## config.mk

```make
export PLATFORM = sky130hd
export DESIGN_NAME = control_pb20000_flat
export DESIGN_NICKNAME = d
export VERILOG_FILES = /design/src/rtl/control_pb20000_if.sv /design/src/rtl/control_pb20000.sv /design/src/flat_wrapper.sv
export SDC_FILE = /design/constraint.sdc
export NUM_CORES = 1
export LEC_CHECK = 0
export ABC_CLOCK_PERIOD_IN_PS = 1700
export CORE_UTILIZATION = 40
export CTS_CLUSTER_SIZE = 16
export DETAILED_ROUTE_END_ITERATION = 10
export PLACE_DENSITY = 0.78
export SETUP_SLACK_MARGIN = 0.1
export SLEW_MARGIN = 20
export SYNTH_ARGS = -nofsm -noshare
export SYNTH_HDL_FRONTEND = slang
export SYNTH_SLANG_ARGS = --single-unit
export TNS_END_PERCENT = 1
```

## constraint.sdc

```tcl
create_clock -name clk -period 1.7 [get_ports clk]
set_input_delay 0.34 -clock clk [delete_from_list [all_inputs] [get_ports clk]]
set_output_delay 0.34 -clock clk [all_outputs]
set_load 0.02 [all_outputs]
```

## src/rtl/control_pb20000_if.sv

```systemverilog
// Handshake/control bundle between the biquad sequencer and its datapath.
// master: sequencer side (drives selects/enables/status, receives tick/clear).
// slave: datapath/ADC/DAC side.
interface control_pb20000_if;
  logic       sample_tick;
  logic       clr_ovr;
  logic       en1;
  logic       en2;
  logic       en3;
  logic       en4;
  logic       en5;
  logic       en6;
  logic       en7;
  logic [2:0] selmuxS;
  logic [1:0] selmuxC;
  logic [2:0] selmuxZ;
  logic       busy;
  logic       yk_valid;
  logic       ovr;

  modport master (
    input  sample_tick, clr_ovr,
    output en1, en2, en3, en4, en5, en6, en7,
    output selmuxS, selmuxC, selmuxZ, busy, yk_valid, ovr
  );

  modport slave (
    output sample_tick, clr_ovr,
    input  en1, en2, en3, en4, en5, en6, en7,
    input  selmuxS, selmuxC, selmuxZ, busy, yk_valid, ovr
  );
endinterface

```

## src/rtl/control_pb20000.sv

```systemverilog
// Sequencer for the 20 kHz low-pass biquad datapath: one sample tick runs C1..C5 then SHIFT.
// Latency: tick at edge t -> C1 outputs at t+1, yk_valid at t+1+5*STEP_CYCLES; all outputs registered.
// Backpressure: none; ticks outside IDLE are dropped and flagged in the sticky ovr bit.
module control_pb20000 #(
  parameter int STEP_CYCLES = 1
) (
  input  logic                clk,
  input  logic                reset,
  control_pb20000_if.master   bus
);

  localparam int CW = (STEP_CYCLES > 1) ? $clog2(STEP_CYCLES) : 1;
  localparam logic [CW-1:0] LAST = CW'(STEP_CYCLES - 1);

  typedef enum logic [2:0] {
    IDLE  = 3'd0,
    C1    = 3'd1,
    C2    = 3'd2,
    C3    = 3'd3,
    C4    = 3'd4,
    C5    = 3'd5,
    SHIFT = 3'd6
  } state_e;

  state_e        state_q, state_d;
  logic [CW-1:0] cnt_q, cnt_d;
  logic          ovr_q, ovr_d;
  // en_*[0] is en1 ... en_*[6] is en7
  logic [6:0]    en_q, en_d;
  logic [2:0]    sel_s_q, sel_s_d;
  logic [1:0]    sel_c_q, sel_c_d;
  logic [2:0]    sel_z_q, sel_z_d;
  logic          busy_q, busy_d;
  logic          ykv_q, ykv_d;
  logic          last_d;

  // Next state, step counter and overrun flag; outputs are decoded from the
  // next state so that the registered outputs line up with the state they describe.
  always_comb begin
    state_d = state_q;
    cnt_d   = '0;
    ovr_d   = ovr_q;
    case (state_q)
      IDLE: if (bus.sample_tick) state_d = C1;
      C1, C2, C3, C4, C5: begin
        if (cnt_q == LAST) begin
          case (state_q)
            C1:      state_d = C2;
            C2:      state_d = C3;
            C3:      state_d = C4;
            C4:      state_d = C5;
            default: state_d = SHIFT;
          endcase
        end else begin
          cnt_d = cnt_q + CW'(1);
        end
      end
      default: state_d = IDLE;
    endcase

    // Set beats clear: a dropped tick must never be lost to a simultaneous clear.
    if (bus.sample_tick && (state_q != IDLE)) ovr_d = 1'b1;
    else if (bus.clr_ovr)                     ovr_d = 1'b0;

    last_d  = (cnt_d == LAST);
    en_d    = '0;
    sel_s_d = '0;
    sel_c_d = '0;
    sel_z_d = '0;
    case (state_d)
      C1: begin sel_s_d = 3'd1; sel_c_d = 2'd0; sel_z_d = 3'd0; en_d[4] = last_d; end
      C2: begin sel_s_d = 3'd2; sel_c_d = 2'd1; sel_z_d = 3'd1; en_d[1] = last_d; end
      C3: begin sel_s_d = 3'd2; sel_c_d = 2'd2; sel_z_d = 3'd4; en_d[5] = last_d; end
      C4: begin sel_s_d = 3'd0; sel_c_d = 2'd2; sel_z_d = 3'd2; en_d[6] = last_d; end
      C5: begin sel_s_d = 3'd1; sel_c_d = 2'd3; sel_z_d = 3'd3; en_d[0] = last_d; end
      // f1<=f and f2<=f1 in the same edge so both shift from the old values
      SHIFT: begin en_d[2] = 1'b1; en_d[3] = 1'b1; end
      default: ;
    endcase
    busy_d = (state_d != IDLE);
    ykv_d  = (state_d == SHIFT);
  end

  // State and registered outputs; synchronous active-low clear.
  always_ff @(posedge clk) begin
    if (!reset) begin
      state_q <= IDLE;
      cnt_q   <= '0;
      ovr_q   <= 1'b0;
      en_q    <= '0;
      sel_s_q <= '0;
      sel_c_q <= '0;
      sel_z_q <= '0;
      busy_q  <= 1'b0;
      ykv_q   <= 1'b0;
    end else begin
      state_q <= state_d;
      cnt_q   <= cnt_d;
      ovr_q   <= ovr_d;
      en_q    <= en_d;
      sel_s_q <= sel_s_d;
      sel_c_q <= sel_c_d;
      sel_z_q <= sel_z_d;
      busy_q  <= busy_d;
      ykv_q   <= ykv_d;
    end
  end

  assign bus.en1      = en_q[0];
  assign bus.en2      = en_q[1];
  assign bus.en3      = en_q[2];
  assign bus.en4      = en_q[3];
  assign bus.en5      = en_q[4];
  assign bus.en6      = en_q[5];
  assign bus.en7      = en_q[6];
  assign bus.selmuxS  = sel_s_q;
  assign bus.selmuxC  = sel_c_q;
  assign bus.selmuxZ  = sel_z_q;
  assign bus.busy     = busy_q;
  assign bus.yk_valid = ykv_q;
  assign bus.ovr      = ovr_q;

endmodule

```

## src/flat_wrapper.sv

```systemverilog
// flat-port wrapper written by rule: the top's interface ports become plain ports
module control_pb20000_flat 
#(
  parameter int STEP_CYCLES = 1
)
  (clk, reset, bus_sample_tick, bus_clr_ovr, bus_en1, bus_en2, bus_en3, bus_en4, bus_en5, bus_en6, bus_en7, bus_selmuxS, bus_selmuxC, bus_selmuxZ, bus_busy, bus_yk_valid, bus_ovr);
  control_pb20000_if bus_i ();
  input  logic clk;
  input  logic reset;
  input wire logic [$bits(bus_i.sample_tick)-1:0] bus_sample_tick;
  input wire logic [$bits(bus_i.clr_ovr)-1:0] bus_clr_ovr;
  output wire logic [$bits(bus_i.en1)-1:0] bus_en1;
  output wire logic [$bits(bus_i.en2)-1:0] bus_en2;
  output wire logic [$bits(bus_i.en3)-1:0] bus_en3;
  output wire logic [$bits(bus_i.en4)-1:0] bus_en4;
  output wire logic [$bits(bus_i.en5)-1:0] bus_en5;
  output wire logic [$bits(bus_i.en6)-1:0] bus_en6;
  output wire logic [$bits(bus_i.en7)-1:0] bus_en7;
  output wire logic [$bits(bus_i.selmuxS)-1:0] bus_selmuxS;
  output wire logic [$bits(bus_i.selmuxC)-1:0] bus_selmuxC;
  output wire logic [$bits(bus_i.selmuxZ)-1:0] bus_selmuxZ;
  output wire logic [$bits(bus_i.busy)-1:0] bus_busy;
  output wire logic [$bits(bus_i.yk_valid)-1:0] bus_yk_valid;
  output wire logic [$bits(bus_i.ovr)-1:0] bus_ovr;
  assign bus_i.sample_tick = bus_sample_tick;
  assign bus_i.clr_ovr = bus_clr_ovr;
  assign bus_en1 = bus_i.en1;
  assign bus_en2 = bus_i.en2;
  assign bus_en3 = bus_i.en3;
  assign bus_en4 = bus_i.en4;
  assign bus_en5 = bus_i.en5;
  assign bus_en6 = bus_i.en6;
  assign bus_en7 = bus_i.en7;
  assign bus_selmuxS = bus_i.selmuxS;
  assign bus_selmuxC = bus_i.selmuxC;
  assign bus_selmuxZ = bus_i.selmuxZ;
  assign bus_busy = bus_i.busy;
  assign bus_yk_valid = bus_i.yk_valid;
  assign bus_ovr = bus_i.ovr;
  control_pb20000 #(.STEP_CYCLES(STEP_CYCLES)) u_core (.clk(clk), .reset(reset), .bus(bus_i));
endmodule
```

* Word level (Yosys, flattened, before mapping)
Cells that the tools add are included.
Operators by class: add/subtract/negate cells 1, eq/ne operators 11, multiplexer cells 12, bitwise operators 1, reduce and logical (&&, ||, !) cells 14
Operator list (count):
- $pmux 3 s4 | 2
- $eq 3x3->1 const B | 5
- $eq 3x2->1 const B | 4
- $reduce_and 2->1 | 5
- $eq 3x1->1 const B | 2
- $mux 3 | 2
- $pmux 2 s3 | 1
- $pmux 3 s2 | 1
- $reduce_bool 3->1 | 2
- $reduce_or 2->1 | 3
- $reduce_or 5->1 | 1
- $mux 1 | 4
- $pmux 2 s2 | 1
- $logic_not 3->1 | 1
- $mux 2 | 1
- $reduce_bool 2->1 | 1
- $add 1x1->1 const B | 1
- $logic_and 1x1->1 | 1
- $not 1->1 | 1
Storage, ports and cells: bits in registers 22, input bits 4, output and inout port bits 18, logic and storage cells 53

* Longest topological paths before layout
depth after elaboration 7, gate-level depth with buffers 6, depth with buffers taken out 5

* Worst setup path before layout
No wires, ideal clock.
path kind register -> register, start register u_core.state_q[2], end register u_core.sel_z_q[0] (netlist: u_core.bus.selmuxZ[0]), setup time 0.078 ns, arrival 1.393 ns, required time 1.622 ns, slack 0.230 ns, cell stages (with the launch flop) 7, path buffers 1, period minus slack after synthesis 1.470 ns, path through dfxtp_1 buf_2 nor3b_1 nor2_1 ha_1 nand2b_1 nor3_1
Between the ends: cells in the longest elaborated chain, start to end 6, elaborated cells on any way between the ends 16, classes of those cells eq/ne (9); mux (5); reduce/logical (2)
Ends and longest elaborated chain:
- start, declared | RTL line control_pb20000.sv:25 | state_e state_q, state_d;
- start signal, assigned | RTL line control_pb20000.sv:97 | state_q <= state_d;
- $eq 3x3->1, or another cell as far along | RTL line control_pb20000.sv:43, control_pb20000.sv:47
- $pmux 3 s4 | RTL line control_pb20000.sv:47 | case (state_q)
- $mux 3 | RTL line control_pb20000.sv:46 | if (cnt_q == LAST) begin
- $pmux 3 s2 (*) | RTL line control_pb20000.sv:43 | case (state_q)
- $eq 3x3->1 / $eq 3x2->1 (equally long branches) | RTL line control_pb20000.sv:70 | case (state_d)
- $pmux 3 s4 (*) | RTL line control_pb20000.sv:70
- end signal, assigned | RTL line control_pb20000.sv:103 | sel_z_q <= sel_z_d;
- end, declared | RTL line control_pb20000.sv:32 | logic [2:0] sel_z_q, sel_z_d;
Every way passes the cells marked *; elsewhere a longest branch is shown, timed or not. A chain may end at the register's enable or synchronous reset.

* Worst setup path in the final report
start register u_core.sel_z_q[0] (netlist: u_core.bus.selmuxZ[0]), end output port bus_selmuxZ[0]
RTL lines:
- end, declared | RTL line flat_wrapper.sv:21 | output wire logic [$bits(bus_i.selmuxZ)-1:0] bus_selmuxZ;
No word-level cell between the ends.

==> impl_results.md <==
* ANT cells at 0
* ANT nets after route at 0
* Initial DRC count at 8
* Finished Core Util at 0.5806
* Mapped Area at between 600 and 700 um2
* I/O pin count at 22
* Post-Syn Area per Cell at 9.476 um2
* CTS sink cnt at 17
* Worst vdd ir at 0.4689 mV
* Die W at 42.14 um
* First-pass GRT wire length at 1876 um
* DR vias/cell at between 4 and 5
* #FFs+latches synth at 17
* Share of layout cells above drive strength 1 at 0.1136
* Arrival time at the worst endpoint at approximately 1.2 ns
* CTS buffer count at 3
* R2r worst-path depth at 5
* CP required at 1.36 ns
* Setup bufs post-CTS at 0
* Reg2reg end: u_core.bus.selmuxZ[0]
* Global route overflow at 0
* Worst hold path class: reg -> reg
* Synth-to-layout area growth at 35.73%
* Status: completed
* Routed WL per cell at a little over 10 um
* Via Count at slightly above 500
* Final #Nets at between 90 and 100
* Synth Instances at between 60 and 70
* Final setup viols at 0
* PortBufs at 20
* Final hold viol count at 0
* Clk pin slew, worst setup/hold paths at roughly 0.090 ns
* Slowest CP cell: clkdlybuf4s50_1
* Number of H-tree levels at 1
* Cts hold-fix bufs at 0
* CP cell instances: clkdlybuf4s50_1
* R2r startpoint: u_core.state_q[2]
* CP max stage delay at approximately 0.6 ns
* Post-synthesis sequential area ratio at 0.5282
* Post-synthesis net count at 74
* Critical Path Source Type: register
* Power Density at 899.1 mW/mm2
* HP Start: u_core.bus.ovr
* Hpwl dp at 809.2 um
* Core region area at between 0.0015 and 0.002 mm2
* Final WL at about 1100 um
* Worst Hold Endpoint: u_core.bus.ovr
* Total power at around 0.0008 W
* Drt pass-1 iters at 3
* WS Path Type: reg -> out
* Maxcap violations at 0
* Tcrit/Tclk final at 0.9234
* Root Driver: clkbuf_4
* Post-place instance area at 842.1 um2
* Pin count of the biggest net entering global routing at 11
* Initial antenna violation count at 0
* Initial cell density of the core at 0.4277
* Vias in the first global route at roughly 460
* Setup slack, reg-to-reg at roughly 0.28 ns
* Die H at 42.14 um
* Placer's final routability congestion estimate at 0.8369
* CP Capture Type: primary output
* P_leak at between 0.3 and 0.4 nW
* Cell family with most CP delay: buffers and inverters
* Clk_skew at around 0.0048 ns
* Yosys cell types at 25
* CTS tree: yes
* Drt drc at 0
* Fin crit period at roughly 1.6 ns
* Worst Hold Depth at 2
* RSZ-0062 raised after global routing: true
* WP buf/inv at 1
* Ys Warns at 0
* Worst-path maximum fanout at 2
* CTS max path bufs at 2
* Insertion delay to the later sink of the worst-skew pair at between 0.2 and 0.3 ns
* FP Rows at 14
* Setup_tns at 0 ns
* Gr usage total at 0.1443
* Die outline area at between 0.0015 and 0.002 mm2
* Slew Viols, Final at 0
* Pre-CTS setup slack at approximately 0.15 ns
* Max Fclk at 637.1 MHz
* Final Cell Area at roughly 870 um2
* Setup ws final at 0.1303 ns
-- cells by family after synthesis --
group                      after synthesis  share of synthesized area
DFF                                     17                     0.5282
other                                    1                   0.005820
and+or+nand+nor                         32                     0.2777
adders and majority gates                2                    0.03883
xor gates and xnor gates                 1                    0.01359
buffers and inverters                    9                    0.08155
AOI/OAI and AO/OA                        6                    0.05436
-- routing by layer --
layer,wire [um],vias up,track usage
li1,-,263,-
met1,488,230,0.1608
met2,524,12,0.2406
met3,35,2,0.03879
met4,15,0,0.09375
met5,0,-,0
-- worst min-delay path, delay by kind of cell, from the launching register on --
kind	cells	cell delay [ns]
flops	1	0.32
compound gates	1	0.05
simple gates	1	0.06
-- what timing repair did --
action / 4_1_cts / 5_1_grt
endpoints found under the setup margin: 0 / 10
resized for setup: 0 / 2
hold endpoints to repair: 0 / 0
-- sequential cells by signal, indices dropped and copies added, names as in the netlist --
| name | count |
|---|---|
| u_core.bus.busy | 1 |
| u_core.bus.ovr | 1 |
| u_core.bus.selmuxC | 1 |
| u_core.bus.selmuxS | 2 |
| u_core.bus.selmuxZ | 3 |
| u_core.en_q | 6 |
| u_core.state_q | 3 |
-- layout make-up --
| class | count | area [um2] |
|---|---|---|
| Tap cell | 16 | 20.02 |
| Timing Repair Buffer | 23 | 222.7 |
| Clock buffer | 4 | 26.28 |
| Multi-Input combinational cell | 42 | 256.5 |
| Fill cell | 128 | 631.9 |
| Inverter | 2 | 7.507 |
| Sequential cell | 17 | 341.6 |
-- power by group --
group	internal [W]	total, W	switching [W]	leakage [nW]
Clock	0.0000909	0.000204	0.000113	0.0150
Combinational	0.0000727	0.000149	0.0000762	0.186
Sequential	0.000421	0.000433	0.0000123	0.139
-- per-stage QoR --
stage | hold WS [ns] | cells
after global placement | 0.4549 | 100
after CTS | 0.4804 | 104
after global routing | 0.5096 | 104
after floorplan | 0.4578 | 68
final | 0.4747 | 104
after detailed placement | 0.4674 | 100
-- cells in the final DEF, fill, tap and decap left out --
cell type,instances
nand3b_1,1
conb_1,1
nor3b_2,1
or4_1,1
nor3_1,4
dfxtp_2,1
clkbuf_4,3
clkdlybuf4s50_1,20
and2_1,1
nor2_1,6
nand2b_1,5
ha_1,2
inv_1,2
a21oi_1,3
or2_2,1
nor4_1,2
o21ai_0,1
xnor2_1,1
nor3b_1,1
buf_4,3
and4b_1,1
o21a_1,1
nor2b_1,1
and3_1,1
dfxtp_1,16
clkbuf_1,1
or3b_2,1
o31ai_1,1
nand2_1,5
-- worst max-delay path by stage --
stage / startpoint / endpoint / slack [ns] / cells past startpoint
floorplan: u_core.state_q[2] / u_core.bus.selmuxZ[0] / 0.23 / 6
global placement: bus_sample_tick / u_core.bus.selmuxS[1] / 0.19 / 3
detailed placement: u_core.state_q[1] / u_core.bus.selmuxZ[0] / 0.15 / 5
CTS: u_core.bus.selmuxZ[0] / bus_selmuxC[0] / 0.12 / 1
global route: u_core.en_q[2] / bus_yk_valid / 0.06 / 1
finish: u_core.bus.selmuxZ[0] / bus_selmuxZ[0] / 0.13 / 1
-- cell usage after synthesis, drive strengths merged --
cell type / instances / area [um2]
and3: 1 / 6.260
nor3b: 2 / 15.01
o21a: 1 / 7.510
o31ai: 1 / 7.510
a21oi: 3 / 15.01
inv: 2 / 7.510
or2: 1 / 6.260
nand2: 5 / 18.77
o21ai: 1 / 5.000
dfxtp: 17 / 340.3
nand3b: 1 / 7.510
or4: 1 / 7.510
nand2b: 5 / 31.28
nor2b: 1 / 6.260
and4b: 1 / 10.01
nor3: 4 / 20.02
or3b: 1 / 8.760
nor4: 2 / 12.51
and2: 1 / 6.260
xnor2: 1 / 8.760
buf: 7 / 45.04
conb: 1 / 3.750
nor2: 6 / 22.52
ha: 2 / 25.02
Power figures use the tool's default switching activity.
